===== src/rtl/uart_pkg.sv =====
// rtl/uart_pkg.sv - shared UART state encoding, data width and baud-period helper
package uart_pkg;

  localparam int DATA_BITS = 8;

  typedef enum logic [2:0] {
    ST_IDLE   = 3'd0,
    ST_START  = 3'd1,
    ST_DATA   = 3'd2,
    ST_PARITY = 3'd3,
    ST_STOP   = 3'd4
  } uart_state_e;

  // Clocks per bit period, truncated toward zero.
  function automatic int bit_cycles(input int clk_freq, input int baud);
    return clk_freq / baud;
  endfunction

endpackage


===== src/rtl/uart_baud_tick.sv =====
// rtl/uart_baud_tick.sv - bit-period counter with clear/preload, one-cycle tick at BIT_CYCLES-1
module uart_baud_tick #(
  parameter int BIT_CYCLES = 868,
  parameter int CNT_W      = (BIT_CYCLES > 1) ? $clog2(BIT_CYCLES) : 1
) (
  input  logic             I_clk,
  input  logic             I_rst_n,
  input  logic             clr_i,
  input  logic [CNT_W-1:0] load_i,
  output logic             tick_o
);

  localparam logic [CNT_W-1:0] LAST = CNT_W'(BIT_CYCLES - 1);

  logic [CNT_W-1:0] cnt_q, cnt_d;

  assign tick_o = (cnt_q == LAST);

  // Count up, wrap after the tick; clear loads the preload value (0 for bit start, mid-bit for a receiver).
  always_comb begin
    cnt_d = cnt_q + 1'b1;
    if (clr_i) begin
      cnt_d = load_i;
    end else if (tick_o) begin
      cnt_d = '0;
    end
  end

  // Counter register.
  always_ff @(posedge I_clk or negedge I_rst_n) begin
    if (!I_rst_n) begin
      cnt_q <= '0;
    end else begin
      cnt_q <= cnt_d;
    end
  end

endmodule


===== src/rtl/uart_tx_engine.sv =====
// rtl/uart_tx_engine.sv - 8N1 UART transmitter; optional parity bit with UART_TX_PARITY_EN
module uart_tx_engine
  import uart_pkg::*;
#(
  parameter int CLK_FREQ   = 100_000_000,
  parameter int BAUD       = 115200,
  parameter int PARITY_ODD = 0
) (
  input  logic       I_clk,
  input  logic       I_rst_n,
  input  logic       I_tx_valid,
  input  logic [7:0] I_tx_data,
  output logic       O_tx_ready,
  output logic       O_tx_done,
  output logic       O_tx_busy,
  output logic       O_rs232_txd
);

  localparam int BIT_CYCLES = bit_cycles(CLK_FREQ, BAUD);
  localparam int CNT_W      = (BIT_CYCLES > 1) ? $clog2(BIT_CYCLES) : 1;
  // The stop state runs one period short; the registered done/IDLE cycle supplies
  // the final stop-bit clock, so a byte accepted there starts with no idle gap.
  localparam logic [CNT_W-1:0] STOP_LOAD = CNT_W'(1);
  localparam logic [2:0]       LAST_BIT  = 3'(DATA_BITS - 1);

  uart_state_e          state_q, state_d;
  logic [DATA_BITS-1:0] shift_q, shift_d;
  logic [2:0]           idx_q, idx_d;
  logic                 txd_q, txd_d;
  logic                 done_q, done_d;
  logic                 baud_clr;
  logic [CNT_W-1:0]     baud_load;
  logic                 baud_tick;
`ifdef UART_TX_PARITY_EN
  logic                 parity_q, parity_d;
`endif

  uart_baud_tick #(
    .BIT_CYCLES(BIT_CYCLES),
    .CNT_W     (CNT_W)
  ) u_baud (
    .I_clk  (I_clk),
    .I_rst_n(I_rst_n),
    .clr_i  (baud_clr),
    .load_i (baud_load),
    .tick_o (baud_tick)
  );

  assign O_tx_ready  = (state_q == ST_IDLE);
  assign O_tx_busy   = ~O_tx_ready;
  assign O_tx_done   = done_q;
  assign O_rs232_txd = txd_q;

  // Frame sequencing: next state, next line level and bit-period control.
  always_comb begin
    state_d   = state_q;
    shift_d   = shift_q;
    idx_d     = idx_q;
    txd_d     = txd_q;
    done_d    = 1'b0;
    baud_clr  = 1'b0;
    baud_load = '0;
`ifdef UART_TX_PARITY_EN
    parity_d  = parity_q;
`endif
    case (state_q)
      ST_IDLE: begin
        baud_clr = 1'b1;
        txd_d    = 1'b1;
        if (I_tx_valid) begin
          state_d  = ST_START;
          shift_d  = I_tx_data;
          idx_d    = '0;
          txd_d    = 1'b0;
`ifdef UART_TX_PARITY_EN
          parity_d = (^I_tx_data) ^ 1'(PARITY_ODD);
`endif
        end
      end
      ST_START: begin
        if (baud_tick) begin
          state_d  = ST_DATA;
          txd_d    = shift_q[0];
          idx_d    = '0;
          baud_clr = 1'b1;
        end
      end
      ST_DATA: begin
        if (baud_tick) begin
          baud_clr = 1'b1;
          if (idx_q == LAST_BIT) begin
`ifdef UART_TX_PARITY_EN
            state_d   = ST_PARITY;
            txd_d     = parity_q;
`else
            state_d   = ST_STOP;
            txd_d     = 1'b1;
            baud_load = STOP_LOAD;
`endif
          end else begin
            shift_d = shift_q >> 1;
            txd_d   = shift_q[1];
            idx_d   = idx_q + 3'd1;
          end
        end
      end
`ifdef UART_TX_PARITY_EN
      ST_PARITY: begin
        if (baud_tick) begin
          state_d   = ST_STOP;
          txd_d     = 1'b1;
          baud_clr  = 1'b1;
          baud_load = STOP_LOAD;
        end
      end
`endif
      ST_STOP: begin
        if (baud_tick) begin
          state_d = ST_IDLE;
          txd_d   = 1'b1;
          done_d  = 1'b1;
        end
      end
      default: begin
        state_d = ST_IDLE;
        txd_d   = 1'b1;
      end
    endcase
  end

  // State, shift register, bit index and registered line/done outputs.
  always_ff @(posedge I_clk or negedge I_rst_n) begin
    if (!I_rst_n) begin
      state_q <= ST_IDLE;
      shift_q <= '0;
      idx_q   <= '0;
      txd_q   <= 1'b1;
      done_q  <= 1'b0;
    end else begin
      state_q <= state_d;
      shift_q <= shift_d;
      idx_q   <= idx_d;
      txd_q   <= txd_d;
      done_q  <= done_d;
    end
  end

`ifdef UART_TX_PARITY_EN
  // Parity of the accepted byte, fixed for the whole frame.
  always_ff @(posedge I_clk or negedge I_rst_n) begin
    if (!I_rst_n) begin
      parity_q <= 1'b0;
    end else begin
      parity_q <= parity_d;
    end
  end
`endif

endmodule


===== config.mk =====
export PLATFORM = sky130hd
export DESIGN_NAME = uart_tx_engine
export DESIGN_NICKNAME = d
export VERILOG_FILES = /design/src/rtl/uart_pkg.sv /design/src/rtl/uart_baud_tick.sv /design/src/rtl/uart_tx_engine.sv
export SDC_FILE = /design/constraint.sdc
export NUM_CORES = 1
export LEC_CHECK = 0
export CAP_MARGIN = 20
export CORE_MARGIN = 4
export CORE_UTILIZATION = 30
export DETAILED_ROUTE_END_ITERATION = 7
export PLACE_DENSITY_LB_ADDON = 0.08
export SLEW_MARGIN = 20
export SYNTH_ARGS = -nofsm -noshare
export SYNTH_HDL_FRONTEND = slang
export SYNTH_SLANG_ARGS = --single-unit

===== constraint.sdc =====
create_clock -name I_clk -period 2 [get_ports I_clk]
set_input_delay 0.3 -clock I_clk [delete_from_list [all_inputs] [get_ports I_clk]]
set_output_delay 0.3 -clock I_clk [all_outputs]
set_load 0.03 [all_outputs]

==> flow_summary_export.csv <==
group,metric,value,unit
outcome,status,"finished, final reports clean",
yosys,synth-main-ff-cell,"dfrtp_1",
global_routing,antenna_found_initial,0,
critical_path,reg2reg_depth,4,
global_routing,grt_overflow,0,
yosys,yosys_warnings,0,
yosys,yosys-top-cells-area,"dfrtp_1, nand2_1, mux2_2, xor2_1, nor2_1",
clocking,cts_buffer_depth,2,
place,gp_congestion,0.727,
critical_path,setup.worst_path.end,"idx_q[0]",
sta,fmaxAchievable,0.505,GHz
sta,period_needed,1.98,ns
cells_and_area,final_cells,198,
critical_path,rrSetupSlack,0.02,ns
power_and_ir_drop,powerDensity,762,nW/um^2
critical_path,arrival,2.19,ns
drt,wl_per_cell,14.1,um
global_routing,grt_use_met3,2.03,%
drt,drtIter0Drc,40,
critical_path,startpoint,"u_baud.cnt_q[3]",
yosys,ys_top_cells_by_count,"nand2_1, dfrtp_1, nor2_1",
place,hpwlAfterDp,2.06,mm
yosys,syn_inst,124,
hold_path,hp-class,"in2async",
global_routing,grt_max_degree,27,
yosys,synth_edf_count,0,
global_routing,grt.total_usage,11.4,%
global_routing,grt_pass1_vias,1031,
yosys,seq_area_frac_synth,49.4,%
clocking,htreeDepth,1,
drt,via_count,987,
clocking,cts_tree,"yes",
clocking,clock-sinks,26,
sta,slew_headroom,66.4,%
yosys,async_flop_share,100,%
drt,viasPerCell,4.98,
critical_path,timing.rr.start,"u_baud.cnt_q[3]",
clocking,insertion_delay,0.27,ns
critical_path,crit_type,"reg2reg",
global_routing,grt_pass1_wl,4.90,mm
yosys,synth_top_area_share,47.4,%
drt,drt-pass1-iter-count,4,
clocking,tritoncts.num_buffers,3,
floorplan,fp.coreArea,4120,um^2
clocking,clockRootBuffer,"clkbuf_8",
sta,skew,0.00210,ns
critical_path,critPathRequiredTime,2.21,ns
yosys,yosysTopAreaCell,"dfrtp_1",
drt,drc,0,
floorplan,die_h,74.3,um
sta,hold_viol_final,0,
sta,setup_ws,0.0200,ns
cells_and_area,fin_nets,163,
sta,setup_violations,0,
cells_and_area,area_growth,25.5,%
place,numPlacedInstances,194,
critical_path,crit_fanout,6,
global_routing,gr-usage-met2,17.1,%
clocking,clk_pin_slew,0.09,ns
yosys,yosysMostFrequentCell,"nand2_1",
sta,rsz0062_at_grt,"yes",
critical_path,timing.rr.end,"idx_q[0]",
power_and_ir_drop,irDropWorstVdd,0.000250,V
drt,ant_nets,0,
yosys,synth.net_count,138,
global_routing,busiest_layer,"met2",
sta,maxSlewViolCount,0,
clocking,post_cts_buffers,0,
job,drv_cap,0,
drt,wl,2.79,mm
sta,min_period_over_period,99.0,%
global_routing,grtUsageMet1,16.5,%
cells_and_area,diodes,0,
floorplan,start_util,32.0,%
floorplan,fp-row-count,23,
floorplan,dieArea,5520,um^2
cells_and_area,drive_gt1_share,26.4,%
floorplan,dieWidth,74.3,um
power_and_ir_drop,p_leak,0.758,nW
place,io_buffers,14,
yosys,ys_ff_latch,26,
floorplan,pin_count,15,
yosys,avgSynthCellArea,10.6,um^2
sta,tightestPinTransition,0.502,ns
critical_path,worst_setup_path_end_kind,"flop",
yosys,synth_cell_type_count,37,
yosys,netlist_area,1320,um^2
place,dp_slack,-0.0334,ns
critical_path,cp-start-kind,"flop",
stage by stage:
| step | power [mW] | TNS (ns) | cell area, um^2 | hold slack (ns) | utilization, % |
|---|---|---|---|---|---|
| floorplan | 0.868 | 0 | 1340 | 0.00441 | - |
| global placement | 0.960 | 0 | 1580 | 0.489 | 38.4 |
| detailed placement | 0.963 | -0.0334 | 1580 | 0.492 | 38.4 |
| CTS | 1.28 | 0 | 1630 | 0.402 | 39.6 |
| global route | 1.34 | -0.00403 | 1660 | 0.421 | 40.2 |
| finish | 1.26 | 0 | 1660 | 0.398 | 40.2 |
worst min-delay path by stage:
| stage | endpoint | slack [ns] | depth (start not counted) |
|---|---|---|---|
| 4_1_cts | u_baud.cnt_q[5] | 0.40 | 2 |
| 3_3_place_gp | shift_q[7] | 0.49 | 1 |
| 5_1_grt | u_baud.cnt_q[1] | 0.42 | 2 |
| 6_report | shift_q[3] | 0.40 | 2 |
| 2_1_floorplan | O_tx_done | 0.004 | 0 |
| 3_5_place_dp | idx_q[1] | 0.49 | 1 |
critical path, cell delays in order, from the launching register on:
cell and delay (ns):
dfrtp_1 0.39, or4b_4 0.56, or4_4 0.56, nor3_4 0.22, mux2_4 0.19
routing by layer:
metal	share of wire (%)	vias to the layer above
li1	-	479
met1	50	492
met2	47	14
met3	2.3	2
met4	0.61	0
met5	0	-
kinds of logic (layout without fill, tap and decap cells):
kind of cell / count (synthesis) / count (layout) / synth area share (%)
fa+ha+maj: 3 / 3 / 2.85
xor+xnor: 9 / 9 / 5.98
simple gates: 58 / 58 / 23.4
mux: 8 / 8 / 6.83
compound gates: 14 / 14 / 8.44
buf+inv: 6 / 30 / 3.04
flops: 26 / 26 / 49.4
registers in the layout, indices dropped and copies added (netlist names):
signal	cells
state_q	3
u_baud.cnt_q	10
O_tx_done	1
shift_q	8
idx_q	3
O_rs232_txd	1
cells in the final DEF, fill, tap and decap left out, types with 2 or more instances in the layout:
cell | Yosys | layout
dfrtp_1 | 25 | 25
xor2_1 | 6 | 6
clkdlybuf4s50_1 | 0 | 12
nand3_1 | 4 | 4
buf_4 | 0 | 11
and3_1 | 2 | 2
a21oi_4 | 0 | 2
a22o_2 | 2 | 2
xnor2_1 | 3 | 3
or3b_2 | 3 | 2
nor2_1 | 11 | 11
clkbuf_8 | 0 | 3
nand2_1 | 27 | 26
ha_1 | 3 | 3
mux2_2 | 8 | 7
nand4_1 | 2 | 2
area by class of cell:
type	count	area [um^2]
flip-flops and latches	26	652
multi-input cells	92	668
fillers	419	2460
clock buffers	4	45.0
repair buffers	25	224
inverters	1	3.75
well taps	50	62.6
what timing repair did:
action                                  4_1_cts  5_1_grt
endpoints found under the setup margin        4       18
pin swaps                                     0        1
gates resized for setup                       2        6
hold buffers                                  0        0
report_power, final:
part	internal, mW	total [mW]	switching (mW)	leakage, nW
registers	0.611	0.690	0.0792	0.333
logic	0.140	0.265	0.125	0.403
clock network	0.142	0.306	0.164	0.0228
No activity file was read; power rests on OpenSTA's default activity.
